==> config.mk <==
export PLATFORM = sky130hd
export DESIGN_NAME = reg8_serializer
export DESIGN_NICKNAME = d
export VERILOG_FILES = /design/src/rtl/reg8_serializer.sv
export SDC_FILE = /design/constraint.sdc
export NUM_CORES = 1
export LEC_CHECK = 0
export CORE_MARGIN = 2
export CORE_UTILIZATION = 42
export DETAILED_ROUTE_END_ITERATION = 10
export GPL_TIMING_DRIVEN = 1
export HOLD_SLACK_MARGIN = 0.06
export PLACE_DENSITY_LB_ADDON = 0.1
export SLEW_MARGIN = 20
export SYNTH_ARGS = -nofsm -noshare
export SYNTH_HDL_FRONTEND = slang
export SYNTH_SLANG_ARGS = --single-unit
==> constraint.sdc <==
create_clock -name clk -period 1.4 [get_ports clk]
set_input_delay 0.21 -clock clk [delete_from_list [all_inputs] [get_ports clk]]
set_output_delay 0.21 -clock clk [all_outputs]
set_load 0.005 [all_outputs]
==> src/rtl/reg8_serializer.sv <==
// Parallel-in, serial-out transmit register. A word is accepted through a
// valid/ready handshake and then shifted out one bit per enabled clock, with
// frame_start flagging the first bit and done flagging the last bit.
module reg8_serializer #(
    parameter int WIDTH     = 8,
    parameter bit MSB_FIRST = 1'b1
) (
    input  logic             clk,
    input  logic             reset,
    input  logic [WIDTH-1:0] D,
    input  logic             load_valid,
    output logic             load_ready,
    input  logic             enable,
    output logic             ser_out,
    output logic             ser_valid,
    output logic             frame_start,
    output logic             done
);

    localparam int CW = (WIDTH > 1) ? $clog2(WIDTH) : 1;
    localparam logic [CW-1:0] LAST_CNT = CW'(WIDTH - 1);

    typedef enum logic {
        IDLE  = 1'b0,
        SHIFT = 1'b1
    } state_t;

    state_t           state_q, state_d;
    logic [WIDTH-1:0] shreg_q, shreg_d;
    logic [CW-1:0]    count_q, count_d;

    logic is_last;
    logic take;
    logic cur_bit;

    // Handshake and next-state: load wins over shifting, shifting only on enable.
    always_comb begin
        // NOTE: every signal gets a default before any branch so no path leaves
        // it unassigned; a missing default here would infer a latch.
        state_d    = state_q;
        shreg_d    = shreg_q;
        count_d    = count_q;
        is_last    = (count_q == LAST_CNT);
        // Ready while idle, or on the final enabled bit so the next word can
        // follow with no gap. Held low during reset since no load can happen.
        load_ready = reset && ((state_q == IDLE) || (is_last && enable));
        take       = load_valid && load_ready;

        if (take) begin
            // The load edge ignores enable while idle; from SHIFT it only
            // happens on the final enabled edge (gated by load_ready above).
            state_d = SHIFT;
            shreg_d = D;
            count_d = '0;
        end else if (state_q == SHIFT && enable) begin
            if (is_last) begin
                state_d = IDLE;
                count_d = '0;
            end else begin
                shreg_d = MSB_FIRST ? {shreg_q[WIDTH-2:0], 1'b0}
                                    : {1'b0, shreg_q[WIDTH-1:1]};
                count_d = count_q + CW'(1);
            end
        end
    end

    // Serial outputs decode directly from registered state, so a stalled bit
    // stays perfectly stable.
    always_comb begin
        cur_bit     = MSB_FIRST ? shreg_q[WIDTH-1] : shreg_q[0];
        ser_valid   = (state_q == SHIFT);
        ser_out     = ser_valid && cur_bit;
        frame_start = ser_valid && (count_q == '0);
        done        = ser_valid && is_last;
    end

    // State, shift register and bit counter with synchronous active-low reset.
    always_ff @(posedge clk) begin
        // NOTE: sequential state uses non-blocking assignments so every flop
        // samples the pre-edge values, independent of statement order.
        if (!reset) begin
            state_q <= IDLE;
            shreg_q <= '0;
            count_q <= '0;
        end else begin
            state_q <= state_d;
            shreg_q <= shreg_d;
            count_q <= count_d;
        end
    end

endmodule

-- Word level (Yosys, flattened, before mapping)
Index checks and enable logic that the tools add are counted.
- output and inout bits: 5
- register bits: 12
- word-level logic and storage cells: 29
- bitwise gates (word level): 2
- multiplexer cells: 7
- add/subtract/negate cells: 1
- reduce and logical (&&, ||, !) cells: 14
- eq/ne operators: 2
- operators with widths (cell ; count):
    8-bit 2-to-1 mux ; 3
    1-bit logical AND ; 7
    2-bit AND reduction ; 2
    2-bit nonzero test ; 2
    3-bit by 1-bit adder with 3-bit output, second input constant ; 1
    3-bit equality test, second input constant ; 1
    3-bit logical NOT ; 1
    1-bit 2-to-1 mux ; 3
    3-bit 2-to-1 mux ; 1
    2-bit by 1-bit != test with 1-bit output, second input constant ; 1
    1-bit inverter ; 2
    2-bit OR reduction ; 1
    1-bit logical OR ; 1

-- Depth between registers and ports, before layout
- depth after elaboration: 7
- gate-level depth with buffers: 6

-- Worst setup path after synthesis
Ideal clock, no wire load.
- path type: register to register
- from: register count_q[0]
- to: register shreg_q[1]
- data arrival time: 1352 ps
- setup time: 88 ps
- slack: -40 ps
- cell stages (with the launch flop): 7
- data required time: 1312 ps
- period minus slack after synthesis: 1440 ps
- cells stage by stage: dfxtp_1 -> ha_1 -> ha_1 -> and3b_1 -> buf_2 -> nand2_1 -> a311oi_2
- longest elaborated chain between the ends: 7
- elaborated cells on any way between the ends: 9
- ends and longest elaborated chain (what ; line ; source):
    start, declared ; 30 ; logic [CW-1:0] count_q, count_d;
    start signal, assigned ; 88 ; count_q <= count_d;
    3-bit equality test * ; 43 ; is_last = (count_q == LAST_CNT);
    1-bit logical AND ; 46 ; load_ready = reset && ((state_q == IDLE) || (is_last && enable));
    1-bit logical OR ; 46 ;
    1-bit logical AND ; 46 ;
    1-bit logical AND ; 47 ; take = load_valid && load_ready;
    2-bit by 1-bit != test with 1-bit output (no source line) or 2-bit nonzero test (tied branches) ; -- ;
    2-bit AND reduction (no source line) ; -- ;
    end signal, assigned ; 87 ; shreg_q <= shreg_d;
    end, declared ; 29 ; logic [WIDTH-1:0] shreg_q, shreg_d;
Every way passes the cells marked *; elsewhere a longest branch is shown, timed or not.
A chain may end at the register's enable or synchronous reset.

-- Worst setup path after layout
- from: register count_q[0]
- to: output load_ready
- longest elaborated chain between the ends: 4
- ends and longest elaborated chain (what ; line ; source):
    3-bit equality test ; 43 ;
    1-bit logical AND ; 46 ;
    1-bit logical OR ; 46 ;
    1-bit logical AND ; 46 ;
    end, declared ; 12 ; output logic load_ready,
No other way between the ends.

==> impl_metrics.json <==
{
  "end_kind": "output pin",
  "row_count": 14,
  "via_count": 684,
  "fin_crit_ns": 1.51,
  "first_iter_violations": 15,
  "core_area_sq_mm": 0.00154,
  "area_growth_pct": 50.5,
  "final.setup.worst_slack_ns": -0.105,
  "crit_path_frequent_cell": "ha_4",
  "netlist_instances": 79,
  "wl_per_cell_um": 13.6,
  "syn_area_per_cell_sq_um": 8.90,
  "finalPower_w": 0.000840,
  "crit_chain": "ha_4 -> ha_4 -> a21boi_4 -> nor2_2 -> buf_2",
  "nets": 126,
  "leakagePower_nw": 0.403,
  "fill_cells": 125,
  "synth_edf_count": 0,
  "clockBufferDepth": 2,
  "yosysWarningCount": 0,
  "critPathMaxStageDelay_ns": 0.35,
  "fin_skew_ns": 0.00857,
  "finalHoldViolations": 0,
  "powerDensity_mw_per_mm2": 794,
  "cp_max_fo": 5,
  "dr.pass1.iters": 4,
  "setup_viol": 11,
  "area.sequential_sq_um": 246,
  "cts.clk_slew.worst_paths_ns": 0.09,
  "ys_async_sr_fraction_pct": 0,
  "fin_crit_sh_pct": 108,
  "antenna_found_initial": 0,
  "synthTopCellsByCount": "18 x nand2_1, 12 x dfxtp_1, 7 x a311oi_2, 7 x nor3_1",
  "worstMarginPinSlew_ns": 0.215,
  "layout-drive-gt1-share_pct": 48.2,
  "routed_wl_um": 1710,
  "dieArea_sq_mm": 0.00202,
  "vias_per_cell": 5.43,
  "grt_max_degree": 13,
  "worst-setup-path-type": "reg2out",
  "hold_path.class": "reg2reg",
  "h-tree-depth": 1,
  "diodes": 0,
  "cts_buffers": 3,
  "synth_seq_area_share_pct": 34.2,
  "synthDistinctLibCells": 26,
  "cts.sinks": 12,
  "dp_hpwl_um": 1130,
  "dieWidth_um": 44.9,
  "drc_errors": 0,
  "ant_nets": 0,
  "yosysMostFrequentCell": "nand2_1",
  "ys_ff_latch": 12,
  "ir_drop_mv": 0.479,
  "start_util_pct": 45.6,
  "crit_slowest_cell": "dfxtp_2",
  "synth_top_area_cell": "dfxtp_1",
  "grt_pass1_wl_um": 2820,
  "clockRootBuffer": "clkbuf_4",
  "cts_tree": "done",
  "multiInputGateArea_sq_um": 469,
  "rsz0062_at_grt": "true",
  "relSlewSlack_pct": 85.6,
  "io_pins": 17,
  "violations": "negative setup slack",
  "port_buffers": 16,
  "grt.overflow.total": 0,
  "worstPathRequired_ns": 1.19,
  "place.gp.congestion": 0.809,
  "drv_slew": 0,
  "syn_area_sq_um": 703,
  "ys_top_cells_by_area": "dfxtp_1 34%, a311oi_2 15%, nand2_1 9.6%, ha_1 5.3%, nor3_1 5.0%",
  "clock_latency_ns": 0.28,
  "place_area_sq_um": 947,
  "cap_violations": 0,
  "ys.flop_type": "dfxtp_1",
  "cp-start-kind": "flip-flop",
  "crit_arrival_ns": 1.30,
  "grt_pass1_vias": 656,
  "hold_ws_ns": 0.506,
  "synth_top_area_share_pct": 34.2,
  "synth_nets": 94,
  "status": "finished, violations left",
  "clock.fmax_mhz": 664,
  "design_area_sq_mm": 0.00106,
  "die_y_um": 44.9,
  "cts_hold_buf": 0,
  "grt_use_total_pct": 19.3
}
[critical path: cells and delay by family (launching register included)]
kind / cells / cell delay, ns
simple gates: 1 / 0.06
buf+inv: 1 / 0.12
compound gates: 1 / 0.15
fa+ha+maj: 2 / 0.33
flops: 1 / 0.35
[layout make-up]
type	count	share of cell area [%]
clock buffer	4	3.43
inverter	3	1.06
multi-input combinational	58	44.3
sequential	12	23.3
tap	16	1.89
timing repair buffer	33	26.0
[cells by family after synthesis]
group,Yosys count,share of synthesized area [%]
AND/OR/NAND/NOR,41,29.4
adder cells (fa/ha/maj),3,5.34
buffers and inverters,9,8.90
AO/OA/AOI/OAI,14,22.2
flip-flops,12,34.2
[cells in the final DEF, fill, tap and decap left out, types with 2 or more instances in the layout]
| cell | count |
|---|---|
| a311oi_2 | 7 |
| clkdlybuf4s50_1 | 12 |
| a21oi_1 | 2 |
| clkbuf_4 | 3 |
| dfxtp_1 | 9 |
| inv_1 | 2 |
| nand2_1 | 11 |
| a221oi_2 | 2 |
| and2_1 | 2 |
| dfxtp_2 | 2 |
| buf_2 | 3 |
| ha_4 | 2 |
| nor2_1 | 3 |
| nand2_2 | 7 |
| nor3_1 | 7 |
| buf_4 | 16 |
| nand3_1 | 2 |
[per-stage QoR]
| stage | cells | util [%] | setup WS (ns) | TNS (ns) |
|---|---|---|---|---|
| CTS | 126 | 67.8 | -0.115 | -0.441 |
| global route | 126 | 68.7 | -0.158 | -1.24 |
| detailed placement | 120 | 61.4 | -0.258 | -2.14 |
| finish | 126 | 68.7 | -0.105 | -0.536 |
| global placement | 120 | 61.4 | -0.223 | -1.82 |
| floorplan | 79 | - | 0.00962 | 0 |
[layer usage]
layer / share of wire [%] / global-route usage (%)
met1: 46 / 24.7
met2: 49 / 31.9
met3: 3.2 / 3.60
met4: 1.1 / 8.24
met5: 0 / 0
[final timing paths]
check,from,end,slack [ns],cells past startpoint
setup / recovery,count_q[0]$_SDFFE_PP0P_,load_ready,-0.11,5
hold / removal,shreg_q[2]$_SDFFE_PN0P_,shreg_q[3]$_SDFFE_PN0P_,0.51,2
setup reg to reg,count_q[0]$_SDFFE_PP0P_,shreg_q[2]$_SDFFE_PN0P_,-0.07,5
hold reg to reg,shreg_q[2]$_SDFFE_PN0P_,shreg_q[3]$_SDFFE_PN0P_,0.51,2
[power breakdown]
group	switching, W	leakage, nW	internal [W]
logic	0.0000818	0.282	0.000101
registers	0.0000143	0.0998	0.000360
clock network	0.000125	0.0210	0.000158
[repair_timing]
item,4_1_cts,5_1_grt
gates resized for setup,30,5
setup buffers,3,0
pin swaps,13,1
endpoints found under the setup margin,15,13
[state kept, by name, summed over array words and instances, names as in the netlist]
register,cells
shreg_q,8
count_q,3
ser_valid,1
(Power assumes the default switching activity.)
